## src/rtl/writeback_arbiter.sv

```systemverilog
// Register-file write-port producer: merges buffered ALU results and unbuffered,
// priority load results into one writeback packet per cycle.

package writeback_arbiter_pkg;

   typedef struct packed {
      logic        wb_en;
      logic [4:0]  wb_sel;
      logic [31:0] wb_data;
   } rv32_writeback_packet_t;

   typedef struct packed {
      logic [4:0]  rd;
      logic [31:0] data;
   } alu_entry_t;

endpackage

module writeback_arbiter
   import writeback_arbiter_pkg::*;
#(
   parameter int unsigned FIFO_DEPTH   = 4,
   parameter int unsigned STARVE_LIMIT = 3
) (
   input  logic                            clk,
   input  logic                            resetn,
   input  logic                            alu_valid,
   output logic                            alu_ready,
   input  logic [4:0]                      alu_rd,
   input  logic [31:0]                     alu_data,
   input  logic                            mem_valid,
   output logic                            mem_ready,
   input  logic [4:0]                      mem_rd,
   input  logic [31:0]                     mem_data,
   output rv32_writeback_packet_t          writeback_packet,
   output logic [$clog2(FIFO_DEPTH):0]     fifo_count
);

   localparam int unsigned PW = $clog2(FIFO_DEPTH);
   localparam int unsigned CW = PW + 1;
   localparam int unsigned SW = $clog2(STARVE_LIMIT + 1);

   alu_entry_t             fifo_mem [FIFO_DEPTH];
   logic [PW-1:0]          wr_ptr;
   logic [PW-1:0]          rd_ptr;
   logic [CW-1:0]          count_q;
   logic [SW-1:0]          starve_q;
   rv32_writeback_packet_t wb_q;

   logic       fifo_req;
   logic       force_fifo;
   logic       grant_mem;
   logic       grant_fifo;
   logic       push;
   logic       pop;
   alu_entry_t head;

   // Arbitration: memory has priority unless the FIFO has waited STARVE_LIMIT grants.
   assign fifo_req   = (count_q != '0);
   assign force_fifo = fifo_req && (starve_q == SW'(STARVE_LIMIT));
   assign grant_mem  = mem_valid && !force_fifo;
   assign grant_fifo = fifo_req && !grant_mem;

   assign alu_ready  = (count_q < CW'(FIFO_DEPTH));
   assign mem_ready  = grant_mem;
   assign push       = alu_valid && alu_ready;
   assign pop        = grant_fifo;
   assign head       = fifo_mem[rd_ptr];

   assign writeback_packet = wb_q;
   assign fifo_count       = count_q;

   // Payload storage needs no reset; occupancy is tracked by count_q.
   always_ff @(posedge clk) begin
      if (push) begin
         fifo_mem[wr_ptr] <= '{rd: alu_rd, data: alu_data};
      end
   end

   always_ff @(posedge clk or negedge resetn) begin
      if (!resetn) begin
         wr_ptr   <= '0;
         rd_ptr   <= '0;
         count_q  <= '0;
         starve_q <= '0;
         wb_q     <= '0;
      end else begin
         if (push) wr_ptr <= wr_ptr + PW'(1);
         if (pop)  rd_ptr <= rd_ptr + PW'(1);

         case ({push, pop})
            2'b10:   count_q <= count_q + CW'(1);
            2'b01:   count_q <= count_q - CW'(1);
            default: count_q <= count_q;
         endcase

         if (grant_fifo || !fifo_req) begin
            starve_q <= '0;
         end else if (grant_mem && (starve_q != SW'(STARVE_LIMIT))) begin
            starve_q <= starve_q + SW'(1);
         end

         // x0 results are consumed but never signalled as a write.
         if (grant_mem) begin
            wb_q.wb_en   <= (mem_rd != 5'd0);
            wb_q.wb_sel  <= mem_rd;
            wb_q.wb_data <= mem_data;
         end else if (grant_fifo) begin
            wb_q.wb_en   <= (head.rd != 5'd0);
            wb_q.wb_sel  <= head.rd;
            wb_q.wb_data <= head.data;
         end else begin
            wb_q.wb_en   <= 1'b0;
         end
      end
   end

   a_alu_stable: assert property (@(posedge clk) disable iff (!resetn)
      (alu_valid && !alu_ready) |=> (!alu_valid || ($stable(alu_rd) && $stable(alu_data))));

   a_mem_stable: assert property (@(posedge clk) disable iff (!resetn)
      (mem_valid && !mem_ready) |=> (!mem_valid || ($stable(mem_rd) && $stable(mem_data))));

   a_no_push_full: assert property (@(posedge clk) disable iff (!resetn)
      !(push && (count_q == CW'(FIFO_DEPTH))));

   a_no_pop_empty: assert property (@(posedge clk) disable iff (!resetn)
      !(pop && (count_q == '0)));

endmodule

```

## config.mk

```make
export PLATFORM = sky130hd
export DESIGN_NAME = writeback_arbiter
export DESIGN_NICKNAME = d
export VERILOG_FILES = /design/src/rtl/writeback_arbiter.sv
export SDC_FILE = /design/constraint.sdc
export NUM_CORES = 1
export LEC_CHECK = 0
export ABC_AREA = 1
export BUFFER_PORTS_ARGS = -buffer_cell sky130_fd_sc_hd__buf_2
export CAP_MARGIN = 15
export CORE_UTILIZATION = 61
export CTS_BUF_LIST = sky130_fd_sc_hd__clkbuf_16
export DETAILED_ROUTE_END_ITERATION = 16
export GPL_TIMING_DRIVEN = 0
export PLACE_DENSITY = 0.85
export SYNTH_ARGS = -nofsm -noshare
export SYNTH_HDL_FRONTEND = slang
export SYNTH_SLANG_ARGS = --single-unit
```

## constraint.sdc

```tcl
create_clock -name clk -period 7.9 [get_ports clk]
set_clock_uncertainty 0.1 [all_clocks]
set_input_delay 0.79 -clock clk [delete_from_list [all_inputs] [get_ports clk]]
set_output_delay 0.79 -clock clk [all_outputs]
set_load 0.01 [all_outputs]
```

==> results.ini <==
[detailed_routing]
first_pass_iters = 5
drc = 0
viasPerCell = 5.48
wl_um = 19100
vias = 6016
first_iter_violations = 668
antenna_left = 0
wl_per_cell_um = 17.4

[timing]
max_freq_mhz = 390
finalSetupTns_ps = 0
slew_headroom_pct = 60.0
worst_slew_pin_slew_ps = 599
setup_viol = 0
min_period_over_period_pct = 32.4
grt_setup_unrepaired = no
hold_viol = 0
slew_viol_final = 0
min_period_ps = 2560
hold_ws_ps = 217

[grt]
grt_pass1_vias = 5951
grt_pass1_wl_um = 30000
grt.total_usage_pct = 29.0
grt_max_degree = 48
grt_antenna_before_repair = 1
grt.overflow.total = 0

[die]
coreArea_um2 = 13200
die-area_um2 = 13900
ios = 121
die_w_um = 118
start_util_pct = 62.3
row_count = 42
fp.dieH_um = 118

[hold_path]
hold_path.class = input port to async pin

[clock_network]
cts_hold_buffers = 0
cts-buffers-inserted = 17
clk_pin_slew_ps = 70
cts_buffer_depth = 2
cts_tree = yes
cts_root_buffer = clkbuf_16
post-cts-setup-buffers = 0
cts_resized = 0
htree_levels = 4
clkSinkCount = 195
clk_latency_ps = 440

[setup_path]
critPathRequiredTime_ps = 7010
cp.arrival_ps = 1670
critPathCaptureType = primary output
startpoint_type = flop
crit_type = flop to primary output
path_max_fanout = 10

[final_layout]
diodes = 0
drive_above_1_share_pct = 24.5
regArea_um2 = 5620
multi_input_area_um2 = 2190
syn_to_final_growth_pct = 19.3
fillCellCount = 812
final_nets = 993
final_cell_area_um2 = 9810

[synthesis]
synthTopCellsByCount = nand2_1, edfxtp_1, nand3_1
yosys.area.top_type = edfxtp_1
yosys_register_bits = 195
syn-cell-area_um2 = 8220
synth_top_area_share_pct = 54.1
syn_inst = 764
synth_fp_nets = 849
synth_flop_cell = edfxtp_1
yosysSeqAreaShare_pct = 68.4
synthTopCellsByArea = edfxtp_1, nand2_1, dfrtp_1, nand3_1, inv_1
synthArstFlopShare_pct = 24.1
synth_edf_count = 148
syn_area_per_cell_um2 = 10.8
yosysMostFrequentCell = nand2_1
ys_types = 27
yosysWarnings = 0

[power]
power.share.switching_pct = 35.5
clkPwrFrac_pct = 25.6
internal_power_mw = 2.33
power_switching_mw = 1.28
p_leak_nw = 4.37
combPwrFrac_pct = 34.6
peakVddDrop_mv = 0.202
finalPower_mw = 3.61
p_seq_share_pct = 39.8
power_density_nw_per_um2 = 368

[place]
dpl_cell_area_um2 = 9150
numPortBuffers = 120
dpl.hpwl_um = 11900
place_congestion = 0.773

[job]
cap_violations = 0

[status]
outcome = finished clean

[routing by layer]
metal	GRT usage [%]	wire length (um)
met1	35.0	7130
met2	50.6	9940
met3	5.33	1520
met4	13.1	550
met5	0	0
[final timing paths]
| check | to | from | slack [ps] | depth (start not counted) |
|---|---|---|---|---|
| max in group asynchronous | writeback_packet[6] | resetn | 6950 | 2 |
| setup reg to reg | fifo_count[2] | fifo_count[2] | 5650 | 8 |
| hold reg to reg | starve_q[0] | starve_q[0] | 330 | 1 |
| hold / removal | writeback_packet[31] | resetn | 220 | 1 |
| setup / recovery | mem_ready | fifo_count[1] | 5340 | 7 |
| min in group clk | starve_q[0] | starve_q[0] | 330 | 1 |
[kinds of logic (layout without fill, tap and decap cells)]
group,after synthesis,in the layout,synth area share [%]
and+or+nand+nor,459,459,24.0
DFF,195,195,68.4
buffers and inverters,89,246,5.36
AOI/OAI and AO/OA,9,9,0.609
adders and majority gates,7,7,1.16
xor gates and xnor gates,5,5,0.533
[power by group through the flow]
| stage | Clock, mW | Sequential (mW) | Combinational [mW] |
|---|---|---|---|
| 6_report | 0.924 | 1.44 | 1.25 |
| 4_1_cts | 0.930 | 1.43 | 1.24 |
| 2_1_floorplan | 0 | 1.50 | 0.742 |
| 5_1_grt | 0.972 | 1.45 | 1.39 |
| 3_3_place_gp | 0 | 1.45 | 1.15 |
| 3_5_place_dp | 0 | 1.45 | 1.22 |
[sequential cells by signal, indices dropped and copies added (netlist names)]
name,count
fifo_count,3
fifo_mem,148
rd_ptr,2
starve_q,2
wr_ptr,2
writeback_packet,38
[cells in the final DEF (no fill, tap or decap)]
cell / instances
a21oi_1: 2
buf_1: 1
buf_12: 5
buf_2: 146
buf_4: 5
buf_6: 4
buf_8: 2
bufinv_16: 5
clkbuf_1: 1
clkbuf_16: 17
clkinv_1: 1
clkinv_2: 4
clkinv_4: 2
clkinvlp_4: 3
dfrtp_1: 47
edfxtp_1: 148
fa_1: 1
ha_1: 6
inv_1: 46
inv_2: 3
inv_4: 1
nand2_1: 321
nand2_2: 11
nand2_4: 2
nand3_1: 103
nand3_2: 11
nor2_1: 6
nor2_4: 5
o211ai_1: 1
o21a_1: 1
o21ai_0: 4
o21ai_1: 1
xnor2_1: 1
xor2_1: 4
[critical path: stages (launching register included)]
cell     delay [ps]
dfrtp_1         440
nor2_4          150
nand2_4          70
nand2_2          70
nand2_4         100
inv_4           100
buf_4           170
buf_2           140
[metrics by stage]
step / std cells / utilization, % / setup slack, ps
detailed placement: 1064 / 69.4 / 5290
CTS: 1096 / 74.2 / 5340
global placement: 1060 / 68.5 / 3570
finish: 1097 / 74.4 / 5340
floorplan: 764 / - / 4830
global route: 1097 / 74.4 / 5230
[cell type report]
| type | count | share of cell area [%] |
|---|---|---|
| Buffer | 39 | 2.55 |
| Clock buffer | 17 | 4.34 |
| Clock inverter | 15 | 2.18 |
| Inverter | 50 | 1.94 |
| Multi-Input combinational cell | 480 | 22.3 |
| Sequential cell | 195 | 57.3 |
| Tap cell | 176 | 2.24 |
| Timing Repair Buffer | 125 | 7.14 |
(Power assumes the default switching activity.)
